<file path="config.mk">
export PLATFORM = sky130hd
export DESIGN_NAME = bit_deserializer
export DESIGN_NICKNAME = d
export VERILOG_FILES = /design/src/rtl/bit_deser_pkg.sv /design/src/rtl/bit_deser_out_buf.sv /design/src/rtl/bit_deserializer.sv
export SDC_FILE = /design/constraint.sdc
export NUM_CORES = 1
export LEC_CHECK = 0
export CAP_MARGIN = 20
export CORE_MARGIN = 1
export CORE_UTILIZATION = 40
export CTS_BUF_LIST = sky130_fd_sc_hd__clkbuf_16
export CTS_CLUSTER_DIAMETER = 60
export DETAILED_ROUTE_END_ITERATION = 6
export DONT_BUFFER_PORTS = 1
export PLACE_DENSITY = 0.63
export SLEW_MARGIN = 10
export SYNTH_ARGS = -nofsm -noshare
export SYNTH_HDL_FRONTEND = slang
export SYNTH_SLANG_ARGS = --single-unit
</file>
<file path="constraint.sdc">
create_clock -name clk -period 4.21 [get_ports clk]
set_clock_uncertainty 0.15 [all_clocks]
set_input_delay 0.842 -clock clk [delete_from_list [all_inputs] [get_ports clk]]
set_output_delay 0.842 -clock clk [all_outputs]
set_load 0.03 [all_outputs]
</file>
<file path="src/rtl/bit_deser_pkg.sv">
// bit_deser_pkg: shared state encoding and helpers for the bit deserializer.
package bit_deser_pkg;
  typedef enum logic [1:0] {ST_IDLE, ST_SHIFT, ST_PARITY} state_t;
  localparam int MAX_WIDTH = 32;
  function automatic int cnt_width(input int w);
    return $clog2(w + 1);
  endfunction
  // Returns 1 when data plus parity bit do not have even parity.
  function automatic logic even_parity_bad(input logic [MAX_WIDTH:0] v);
    return ^v;
  endfunction
endpackage

</file>
<file path="src/rtl/bit_deser_out_buf.sv">
// bit_deser_out_buf: single-entry holding register with valid/ready output and sticky overflow.
module bit_deser_out_buf #(
  parameter int WIDTH = 8
) (
  input  logic             clk,
  input  logic             rstn,
  input  logic             push,
  input  logic [WIDTH-1:0] word,
  input  logic             clr_flags,
  output logic [WIDTH-1:0] dout,
  output logic             dout_valid,
  input  logic             dout_ready,
  output logic             overflow
);
  always_ff @(posedge clk) begin
    if (!rstn) begin
      dout       <= '0;
      dout_valid <= 1'b0;
      overflow   <= 1'b0;
    end else begin
      if (clr_flags) overflow <= 1'b0;
      if (push && (!dout_valid || dout_ready)) begin
        dout       <= word;
        dout_valid <= 1'b1;
      end else begin
        if (push) overflow <= 1'b1;
        if (dout_ready) dout_valid <= 1'b0;
      end
    end
  end
endmodule

</file>
<file path="src/rtl/bit_deserializer.sv">
// bit_deserializer: serial-to-parallel word assembler; define BIT_DESER_PARITY_EN for a trailing even-parity bit.
module bit_deserializer
  import bit_deser_pkg::*;
#(
  parameter int WIDTH     = 8,
  parameter bit MSB_FIRST = 1'b1
) (
  input  logic             clk,
  input  logic             rstn,
  input  logic             din,
  input  logic             din_valid,
  input  logic             frame_start,
  output logic [WIDTH-1:0] dout,
  output logic             dout_valid,
  input  logic             dout_ready,
  output logic             busy,
  output logic             overflow,
  output logic             resync,
  output logic             parity_err,
  input  logic             clr_flags
);
  localparam int CW = cnt_width(WIDTH);
  state_t           state;
  logic [CW-1:0]    cnt;
  logic [WIDTH-1:0] sh, sh_nxt, sh_first, word;
  logic             push, last;
  assign sh_nxt   = MSB_FIRST ? {sh[WIDTH-2:0], din} : {din, sh[WIDTH-1:1]};
  assign sh_first = MSB_FIRST ? WIDTH'(din) : {din, {(WIDTH-1){1'b0}}};
  assign last     = cnt == CW'(WIDTH - 1);
  assign busy     = state != ST_IDLE;
`ifdef BIT_DESER_PARITY_EN
  logic perr;
  assign parity_err = perr;
  assign push       = din_valid && !frame_start && state == ST_PARITY;
  assign word       = sh;
`else
  assign parity_err = 1'b0;
  assign push       = din_valid && !frame_start && state == ST_SHIFT && last;
  assign word       = sh_nxt;
`endif
  always_ff @(posedge clk) begin
    if (!rstn) begin
      state  <= ST_IDLE;
      cnt    <= '0;
      sh     <= '0;
      resync <= 1'b0;
`ifdef BIT_DESER_PARITY_EN
      perr   <= 1'b0;
`endif
    end else begin
      if (clr_flags) resync <= 1'b0;
`ifdef BIT_DESER_PARITY_EN
      if (clr_flags) perr <= 1'b0;
`endif
      if (din_valid && frame_start) begin
        sh    <= sh_first;
        cnt   <= CW'(1);
        state <= ST_SHIFT;
        if (state != ST_IDLE) resync <= 1'b1;
      end else if (din_valid && state == ST_SHIFT) begin
        sh  <= sh_nxt;
        cnt <= cnt + 1'b1;
`ifdef BIT_DESER_PARITY_EN
        if (last) state <= ST_PARITY;
`else
        if (last) state <= ST_IDLE;
`endif
      end
`ifdef BIT_DESER_PARITY_EN
      else if (din_valid && state == ST_PARITY) begin
        state <= ST_IDLE;
        if (even_parity_bad((MAX_WIDTH + 1)'({sh, din}))) perr <= 1'b1;
      end
`endif
    end
  end
  bit_deser_out_buf #(.WIDTH(WIDTH)) u_out_buf (
    .clk        (clk),
    .rstn       (rstn),
    .push       (push),
    .word       (word),
    .clr_flags  (clr_flags),
    .dout       (dout),
    .dout_valid (dout_valid),
    .dout_ready (dout_ready),
    .overflow   (overflow)
  );
endmodule

</file>
==> implementation parameters, run 1 <==
Parameter                              Value

Worst setup path
  Nature of the critical path endpoint ... flop
  Startpoint Class ... flop
  Required time of the critical path ... 4.24 ns
  Worst R2R Start ... state[0]
  Slowest CP cell ... sky130_fd_sc_hd__nor4_4
  Worst setup path startpoint ... state[0]
  Slowest cell delay on critical path ... 0.69 ns
  Cell Chain, Critical Path ... nand2_2 -> nor4_4 -> mux2i_1
  Data arrival time of the worst path ... 2.06 ns
  Worst-path fanout max ... 12
  Critical path class ... reg -> reg

STA
  RSZ-0062 raised after global routing ... false
  Worst hold slack across all endpoints ... 0.308 ns
  Transition at the pin with the smallest max-transition slack ... 0.742 ns
  Max Fclk ... 494 MHz
  Share of the clock period used by the worst path after layout ... 48.0%
  Final slew viol count ... 0
  Number of hold-slack violations in the final timing report ... 0
  Setup TNS ... 0 ns
  Final setup fails ... 0
  Clock period minus worst slack ... 2.02 ns
  Relative max-transition margin ... 50.2%

Cells and area
  Synth-to-Final Area Change ... 9.61%
  Antenna diode count ... 0
  Post-Layout Cell Count ... 133
  Layout net count ... 114
  Fillcell total ... 222
  Commonest non-fill, non-tap cells in the layout ... sky130_fd_sc_hd__nand2_1 (33), sky130_fd_sc_hd__dfxtp_1 (23), sky130_fd_sc_hd__a21oi_1 (10), sky130_fd_sc_hd__mux2i_1 (9), sky130_fd_sc_hd__nor2b_1 (4)
  Fraction of layout cells with a size suffix above 1 ... 6.67%
  Commonest non-fill, non-tap cell in the layout ... sky130_fd_sc_hd__nand2_1

CTS
  H-tree levels ... 1
  Post-CTS setup repair buffer count ... 0
  Inserted Clock Buffers ... 3
  Clock Tree Buf Depth ... 2
  Later-pin clock latency in the skew report ... 0.25 ns
  TritonCTS clock tree ... yes
  Root buffer cell ... sky130_fd_sc_hd__clkbuf_16
  Count of hold-fix buffers inserted at cts ... 0
  Clock input transition at the sequential cells of the worst setup and hold paths ... 0.06 ns
  CTS resizes ... 0
  Clock Sink Count ... 23

Yosys
  Synth Net Count ... 115
  Mean post-synth cell area ... 8.64 um^2
  Cell area after synthesis ... 925 um^2
  Instance count of the mapped netlist ... 107
  FFs w/ async S/R, synth ... 0%
  Count of distinct cell types in the synthesized netlist ... 24
  Synthesis-stage register bit count ... 23
  Number of enable-type register cells in the synthesized netlist ... 0
  Sequential-to-total area share from yosys stat ... 49.8%
  Predominant post-synthesis flop cell ... sky130_fd_sc_hd__dfxtp_1
  YS warnings ... 0

Pwr
  Fraction of power consumed by the clock network ... 45.8%
  Proportion of power drawn by combinational gates ... 2.7%
  Internal Dissipation ... 0.351 mW
  Pleak ... 0.333 nW
  Ratio of total power to cell area ... 429 nW/um^2
  Largest voltage drop on the vdd net ... 0.000247 V
  Sw Ratio ... 19.2%
  Total power consumption of the routed design ... 0.435 mW
  Net switching power figure ... 0.0836 mW
  Sequential power share ... 51.6%

Global route
  Global-route wire length before repair ... 2700 um
  Total routing usage reported by global routing ... 14.6%
  Via count of the first global-routing pass ... 649
  Largest net degree at the start of global routing ... 25
  GRT overflow ... 0
  Number of antenna violations at the first check in global routing ... 0

Detailed routing
  Via-per-instance ratio ... 5.18
  Via count ... 689
  Average wire per standard cell ... 11.9 um
  Routed wire length ... 1580 um
  Iter 0 DRT Violations ... 13
  Number of detailed-route iterations in the first pass ... 4
  Post-route DRC ... 0
  Number of routed nets with antenna violations ... 0

Placed design
  Placed instance count ... 129
  Port Buffers ... 0
  Placed wire-length estimate ... 1130 um
  Last weighted congestion value of the routability-driven placer ... 0.729

Die
  Number of top-level pins ... 20
  Area of the core region ... 2190 um^2
  Placement Rows ... 17
  Height of the die ... 50.1 um
  Overall die area ... 2510 um^2
  Starting utilization of the core area ... 42.2%
  Horizontal die dimension ... 50.1 um

Flow run
  Maxcap violations ... 0

Status
  Status ... complete, no violations

Worst hold path
  Path type of the worst min-delay path ... reg -> reg
  Worst Hold Launch ... sh[6]
[routing by layer]
metal	GRT usage (%)	wire length, um	up-vias
li1	-	-	349
met1	16.5	715	314
met2	24.4	728	22
met3	2.78	99	4
met4	10.0	38	0
met5	0	0	-
[through the flow]
stage                     setup slack (ns)  cell area (um^2)  utilization, %
after floorplan                       2.31               925               -
after global placement                2.11               933            42.6
after detailed placement              2.06               933            42.6
after CTS                             2.19              1010            46.3
after global routing                  2.05              1010            46.3
final                                 2.19              1010            46.3
[path summary, 6_finish.rpt]
check / endpoint / slack, ns / cells after the start
setup reg to reg: u_out_buf.dout[5] / 2.19 / 3
hold / removal: sh[6] / 0.31 / 2
hold reg to reg: sh[6] / 0.31 / 2
setup / recovery: u_out_buf.dout[5] / 2.19 / 3
[state kept, by name, indices dropped and copies added, names as in the netlist]
name / cells
u_out_buf.dout: 8
u_out_buf.dout_valid: 1
state: 1
u_out_buf.overflow: 1
resync: 1
cnt: 4
sh: 7
[final cells by class]
type,instances,area [um^2],share of cell area [%]
flip-flops and latches,23,460,45.4
multi-input cells,76,430,42.5
clock buffers,3,75.1,7.41
well taps,28,35.0,3.46
inverters,2,7.51,0.741
clock inverters,1,5.00,0.494
[Yosys cell counts (all sizes together) (2+ instances only)]
| master | count | area (um^2) |
|---|---|---|
| mux2i | 9 | 90.1 |
| dfxtp | 23 | 460 |
| nor2b | 4 | 25.0 |
| nand2 | 34 | 130 |
| inv | 2 | 7.51 |
| nand3 | 2 | 10.0 |
| nor2 | 2 | 7.51 |
| o21ai | 3 | 15.0 |
| clkbuf | 5 | 18.8 |
| a21oi | 10 | 50.1 |
[logic make-up after synthesis]
family	Yosys count	synth area share (%)
adders and majority gates	1	1.35
xor gates and xnor gates	1	0.947
and+or+nand+nor	47	23.7
AOI/OAI and AO/OA	17	10.4
other	1	0.406
muxes	9	9.74
DFF	23	49.8
buffers and inverters	8	3.65
[power by group through the flow]
stage | sequential, mW | clock (mW) | combinational (mW)
6_report | 0.224 | 0.199 | 0.0116
5_1_grt | 0.225 | 0.218 | 0.0129
4_1_cts | 0.224 | 0.207 | 0.0118
3_5_place_dp | 0.229 | 0 | 0.0117
3_3_place_gp | 0.229 | 0 | 0.0114
2_1_floorplan | 0.228 | 0 | 0.0136
[critical path: cells and delay by family, from the launching register on]
family        cells  cell delay [ns]
simple gates      2             0.96
flops             1             0.59
mux               1             0.26
Note: power is estimated with default switching activity, not from simulation.
==> run 2, diff against run 1 <==
Settings changed: ABC_AREA set to 1, PLACE_DENSITY 0.63 to 0.65.
Clock period 4.21 ns to 1.8 ns, I/O delays scaled along.
==> run 2 against run 1 <==
  * Utilization is 2.7 points higher
  * Design area grew 12%
  * Routed wire length increased by 10%
  * Global-route usage fell by 0.31 points
  * Sequential cell count unchanged
  * Count of clock-buffer cells in the layout unchanged
  * Combinational power increased to 4.6 times the previous value
  * First-iteration DRC count shrank 23%
  * Critical endpoint is now u_out_buf.dout[3]
  * Largest power group unchanged
==> implementation parameters, run 2 <==
Parameter                              Value

Yosys
  Synth area leaders ... sky130_fd_sc_hd__dfxtp_1 (45%), sky130_fd_sc_hd__inv_1 (11%), sky130_fd_sc_hd__nand2_1 (11%), sky130_fd_sc_hd__nor2_1 (6.2%), sky130_fd_sc_hd__nand4_1 (4.9%)
  Number of enable-type register cells in the synthesized netlist ... 0
  YS warnings ... 0
  Simple-gate area share of the yosys netlist ... 29.5%
  Cell accounting for the most synthesized area ... sky130_fd_sc_hd__dfxtp_1
  FFs w/ async S/R, synth ... 0%
  Synth Net Count ... 148
  Share of the synthesized netlist area taken by xor and xnor gates ... 0.855%
  Count of distinct cell types in the synthesized netlist ... 20
  Sequential-to-total area share from yosys stat ... 44.9%
  Synthesis-stage register bit count ... 23
  Mean post-synth cell area ... 7.32 um^2
  Fraction of the mapped netlist area in compound gates ... 9.28%
  Fraction of the mapped netlist area in adder cells ... 1.22%
  Cell with the most instances after synthesis ... sky130_fd_sc_hd__inv_1
  Commonest cells post-synth ... sky130_fd_sc_hd__inv_1 (31), sky130_fd_sc_hd__nand2_1 (29), sky130_fd_sc_hd__dfxtp_1 (23)
  Main combinational cell family by area after synthesis ... simple AND/OR/NAND/NOR gates
  Area share of the leading cell type in the synthesized netlist ... 44.9%
  Share of synthesized area spent on multiplexers ... 0%
  Predominant post-synthesis flop cell ... sky130_fd_sc_hd__dfxtp_1
  Instance count of the mapped netlist ... 140
  Cell area after synthesis ... 1020 um^2

Worst setup path
  Slowest CP cell ... sky130_fd_sc_hd__dfxtp_1
  Worst R2R Start ... cnt[0]
  Worst-path fanout max ... 9
  Destination of the worst register-to-register timing path ... u_out_buf.dout[3]
  Required time of the critical path ... 1.80 ns
  Cell Chain, Critical Path ... ha_1 -> nand2_1 -> nor2_2 -> buf_4 -> nand4_1 -> nand2_1 -> nor2_1
  Nature of the critical path endpoint ... flop
  Reg-to-reg slack, setup ... 0.34 ns
  Worst path top cell family by delay ... simple AND/OR/NAND/NOR gates
  Critical path class ... reg -> reg
  Worst Reg-to-Reg Cells ... 7
  Data arrival time of the worst path ... 1.46 ns
  Slowest cell delay on critical path ... 0.36 ns
  Startpoint Class ... flop
  Critical path buffers and inverters ... 1
  Most used cell along the critical path ... sky130_fd_sc_hd__nand2_1

Cells and area
  Post-Layout Cell Count ... 170
  Commonest non-fill, non-tap cell in the layout ... sky130_fd_sc_hd__inv_1
  Commonest non-fill, non-tap cells in the layout ... sky130_fd_sc_hd__inv_1 (32), sky130_fd_sc_hd__nand2_1 (29), sky130_fd_sc_hd__dfxtp_1 (23), sky130_fd_sc_hd__nor2_1 (17), sky130_fd_sc_hd__nand4_1 (8)
  Fillcell total ... 213
  Antenna diode count ... 0
  Fraction of layout cells with a size suffix above 1 ... 7.04%
  Register with the most flip-flops ... u_out_buf.dout
  Layout net count ... 151
  Synth-to-Final Area Change ... 10.9%
  Max FFs per register ... 8
  Final Util ... 49.0%
  Biggest regs ... u_out_buf.dout x8, sh x7, cnt x4

Detailed routing
  Post-route DRC ... 0
  Average wire per standard cell ... 10.2 um
  Number of routed nets with antenna violations ... 0
  Via count ... 767
  Via-per-instance ratio ... 4.51
  Routed wire length ... 1740 um
  Iter 0 DRT Violations ... 10
  Number of detailed-route iterations in the first pass ... 4

Die
  Overall die area ... 2770 um^2
  Placement Rows ... 17
  Number of top-level pins ... 20
  Area of the core region ... 2320 um^2
  Horizontal die dimension ... 52.6 um
  Height of the die ... 52.6 um
  Starting utilization of the core area ... 44.2%

Placed design
  Placed instance count ... 166
  Port Buffers ... 0
  Placed wire-length estimate ... 1290 um
  Last weighted congestion value of the routability-driven placer ... 0.737

STA
  Clock period minus worst slack ... 1.46 ns
  Final slew viol count ... 0
  Final setup fails ... 0
  Share of the clock period used by the worst path after layout ... 81.0%
  RSZ-0062 raised after global routing ... false
  Max Fclk ... 686 MHz
  Number of hold-slack violations in the final timing report ... 0
  Setup TNS ... 0 ns

CTS
  TritonCTS clock tree ... yes
  CTS resizes ... 0
  Clock input transition at the sequential cells of the worst setup and hold paths ... 0.06 ns
  Clock Tree Buf Depth ... 2
  Post-CTS setup repair buffer count ... 0
  H-tree levels ... 1
  Inserted Clock Buffers ... 3
  Count of hold-fix buffers inserted at cts ... 0
  Later-pin clock latency in the skew report ... 0.25 ns
  Root buffer cell ... sky130_fd_sc_hd__clkbuf_16
  Clock Sink Count ... 23

Worst hold path
  Worst-case hold path end point ... u_out_buf.dout[5]
  Path type of the worst min-delay path ... in -> reg
  Hold Crit Depth ... 2
  Worst Hold Launch ... rstn

Global route
  Grt met2 use ... 20.3%
  GR met1 Demand/Resource ... 18.3%
  Largest net degree at the start of global routing ... 19
  Most Crowded Layer GR ... met2
  Via count of the first global-routing pass ... 650
  Global-route wire length before repair ... 2780 um
  Number of antenna violations at the first check in global routing ... 0
  GRT overflow ... 0
  Total routing usage reported by global routing ... 14.3%
  Met3 track utilization from global routing ... 7.25%

Status
  Status ... complete, no violations

Flow run
  Maxcap violations ... 0

Pwr
  Ratio of total power to cell area ... 921 nW/um^2
  Pleak ... 0.510 nW
  Largest voltage drop on the vdd net ... 0.000766 V
## run 2: cell type report
type                    instances  area (um^2)  share of cell area, %
clock inverters                 1         3.75                  0.330
inverters                      31          116                   10.2
flip-flops and latches         23          460                   40.5
multi-input cells              81          423                   37.2
clock buffers                   3         75.1                   6.61
well taps                      28         35.0                   3.08
repair buffers                  3         22.5                   1.98
## run 2: stage by stage
stage,power [mW],hold slack (ns),instance area (um^2),worst slack [ns]
2_1_floorplan,0.586,0.286,1020,0.418
3_3_place_gp,0.592,0.321,1060,0.390
3_5_place_dp,0.594,0.323,1060,0.350
4_1_cts,1.06,0.0681,1140,0.320
5_1_grt,1.10,0.0792,1140,0.195
6_report,1.05,0.0704,1140,0.342
## run 2: power breakdown
group | switching [mW] | total, mW | internal, mW
Combinational | 0.0365 | 0.0532 | 0.0166
Clock | 0.168 | 0.464 | 0.296
Sequential | 0.00846 | 0.529 | 0.521
Total | 0.213 | 1.05 | 0.833
## run 2: worst max path at each step
stage	from	endpoint	cells past startpoint
floorplan	state[0]	u_out_buf.dout[0]	6
global placement	cnt[0]	u_out_buf.dout[6]	7
global route	cnt[0]	u_out_buf.overflow	6
finish	cnt[0]	u_out_buf.dout[3]	7
CTS	cnt[0]	u_out_buf.dout[3]	7
detailed placement	cnt[0]	u_out_buf.dout[6]	7
## run 2: routing by layer
| layer | vias to the layer above | share of wire (%) |
|---|---|---|
| met5 | - | 0 |
| met4 | 0 | 0.92 |
| met3 | 2 | 4.6 |
| met2 | 14 | 45 |
| met1 | 316 | 50 |
| li1 | 435 | - |
## run 2: cells by family (layout without fill, tap and decap cells)
kind of cell | Yosys count | in the layout
AOI/OAI and AO/OA | 16 | 16
xor gates and xnor gates | 1 | 1
adders and majority gates | 1 | 1
buffers and inverters | 36 | 38
DFF | 23 | 23
other | 1 | 1
and+or+nand+nor | 62 | 62
==> run 3, diff against run 2 <==
Settings changed: ABC_AREA 1 to 0.
Clock period 1.8 ns to 1.2 ns, I/O delays scaled along.
==> run 3 against run 2 <==
  * The run now ends with hold timing, setup timing left
  * Count of clock-buffer cells in the layout unchanged
  * Via count up 7.2%
  * Non-clock buffer count up 18
  * Utilization up 13 points
==> implementation parameters, run 3 (synthesis results as in run 1) <==
Parameter                              Value

Status
  Status ... finished with violations
  Violations in the final reports ... hold timing, setup timing

Die
  Overall die area ... 2510 um^2
  Horizontal die dimension ... 50.1 um
  Placement Rows ... 17
  Starting utilization of the core area ... 42.2%
  Number of top-level pins ... 20
  Area of the core region ... 2190 um^2
  Height of the die ... 50.1 um

Cells and area
  Commonest non-fill, non-tap cell in the layout ... sky130_fd_sc_hd__nand2_1
  Fraction of layout cells with a size suffix above 1 ... 44.4%
  Synth-to-Final Area Change ... 48.0%
  Antenna diode count ... 0
  Register with the most flip-flops ... u_out_buf.dout
  Post-Layout Cell Count ... 154
  Biggest regs ... u_out_buf.dout x8, sh x7, cnt x4
  Commonest non-fill, non-tap cells in the layout ... sky130_fd_sc_hd__nand2_1 (26), sky130_fd_sc_hd__dfxtp_1 (18), sky130_fd_sc_hd__buf_4 (12), sky130_fd_sc_hd__mux2i_1 (9), sky130_fd_sc_hd__a21oi_2 (8)
  Layout net count ... 135
  Max FFs per register ... 8

Detailed routing
  Routed wire length ... 2390 um
  Via-per-instance ratio ... 5.34
  Iter 0 DRT Violations ... 11
  Met3 Wirelength ... 110 um
  Number of detailed-route iterations in the first pass ... 4
  Average wire per standard cell ... 15.5 um
  Number of routed nets with antenna violations ... 0
  Routed metal-1 wire length ... 975 um
  Routed length on met2 ... 1200 um
  Post-route DRC ... 0
  Top routing layer in use ... met4
  Via count ... 822

CTS
  Clock input transition at the sequential cells of the worst setup and hold paths ... 0.06 ns
  Clock Tree Buf Depth ... 2
  TritonCTS clock tree ... yes
  Inserted Clock Buffers ... 3
  Root buffer cell ... sky130_fd_sc_hd__clkbuf_16
  Later-pin clock latency in the skew report ... 0.26 ns
  H-tree levels ... 1
  Clock Sink Count ... 23

STA
  Setup slack of the critical path after layout ... -0.273 ns
  Setup TNS ... -2.75 ns
  Final slew viol count ... 0
  Max Fclk ... 679 MHz
  Final setup fails ... 16
  Share of the clock period used by the worst path after layout ... 123%
  Transition at the pin with the smallest max-transition slack ... 0.666 ns
  Clock period minus worst slack ... 1.47 ns
  Number of hold-slack violations in the final timing report ... 2
  Relative max-transition margin ... 55.6%
  Worst hold slack across all endpoints ... -0.00425 ns
  RSZ-0062 raised after global routing ... true

Pwr
  Largest voltage drop on the vdd net ... 0.000920 V
  Ratio of total power to cell area ... 1200 nW/um^2
  Pleak ... 0.492 nW

Worst setup path
  Startpoint Class ... flop
  Required time of the critical path ... 1.23 ns
  Data arrival time of the worst path ... 1.51 ns
  Critical path class ... reg -> reg
  Destination of the worst register-to-register timing path ... u_out_buf.dout[4]
  Worst Reg-to-Reg Cells ... 5
  Nature of the critical path endpoint ... flop
  Worst-path fanout max ... 8
  Worst R2R Start ... cnt[1]
  Reg-to-reg slack, setup ... -0.27 ns

Worst hold path
  Worst-case hold path end point ... u_out_buf.dout[0]
  Hold Crit Depth ... 2
  Worst Hold Launch ... din
  Path type of the worst min-delay path ... in -> reg

Placed design
  Placed instance count ... 143
  Placed wire-length estimate ... 1310 um
  Last weighted congestion value of the routability-driven placer ... 0.751
  Port Buffers ... 0

Global route
  Via count of the first global-routing pass ... 773
  Total routing usage reported by global routing ... 18.1%
  Largest net degree at the start of global routing ... 19
  Number of antenna violations at the first check in global routing ... 0
  Global-route wire length before repair ... 3290 um
  GRT overflow ... 0

Flow run
  Maxcap violations ... 0
run 3: repair_timing:
| action | CTS | global route |
|---|---|---|
| gates resized for setup | 9 | 36 |
| hold endpoints to repair | 12 | 0 |
| hold buffers | 2 | 0 |
| setup endpoints to repair | 15 | 22 |
| setup buffers | 4 | 4 |
| pin swaps | 4 | 9 |
run 3: critical path: stages, from the launching register on:
cell and delay (ns):
sky130_fd_sc_hd__dfxtp_2 0.36, sky130_fd_sc_hd__ha_4 0.14, sky130_fd_sc_hd__nand3b_1 0.14, sky130_fd_sc_hd__nor4_4 0.23
sky130_fd_sc_hd__buf_12 0.18, sky130_fd_sc_hd__mux2i_1 0.19
run 3: cell type report:
| cell class | count | area, um^2 |
|---|---|---|
| Clock buffer | 3 | 75.1 |
| Clock inverter | 1 | 5.00 |
| Fill cell | 178 | 822 |
| Inverter | 2 | 7.51 |
| Multi-Input combinational cell | 76 | 573 |
| Sequential cell | 23 | 469 |
| Tap cell | 28 | 35.0 |
| Timing Repair Buffer | 21 | 204 |
run 3: worst max-delay path by stage:
stage | cells after the start | endpoint | slack [ns] | from
5_1_grt | 5 | u_out_buf.dout[0] | -0.33 | cnt[1]
4_1_cts | 5 | u_out_buf.dout[0] | -0.28 | cnt[1]
3_3_place_gp | 5 | u_out_buf.dout[4] | -0.21 | cnt[0]
3_5_place_dp | 5 | u_out_buf.dout[4] | -0.24 | cnt[1]
2_1_floorplan | 4 | u_out_buf.dout[0] | -0.33 | cnt[1]
6_report | 5 | u_out_buf.dout[4] | -0.27 | cnt[1]
run 3: routing by layer:
layer  vias to the layer above  global-route usage [%]
met5                         -                       0
met4                         0                    13.8
met3                        12                    3.70
met2                        27                    31.3
met1                       394                    18.7
li1                        389                       -
run 3: metrics by stage:
stage	area [um^2]	worst slack, ns	hold slack, ns	utilization (%)	power (mW)
floorplan	943	-0.325	0.232	-	0.850
global placement	1070	-0.206	0.214	48.8	0.862
global route	1370	-0.335	0.0131	62.5	1.67
finish	1370	-0.273	-0.00425	62.5	1.65
detailed placement	1070	-0.245	0.218	48.8	0.864
CTS	1230	-0.284	0.00127	56.0	1.60
run 3: where the power goes:
group          leakage [nW]  total [mW]  internal, mW  switching (mW)
combinational         0.263       0.131        0.0567          0.0740
sequential            0.188       0.781         0.772         0.00910
clock                0.0409       0.735         0.449           0.287
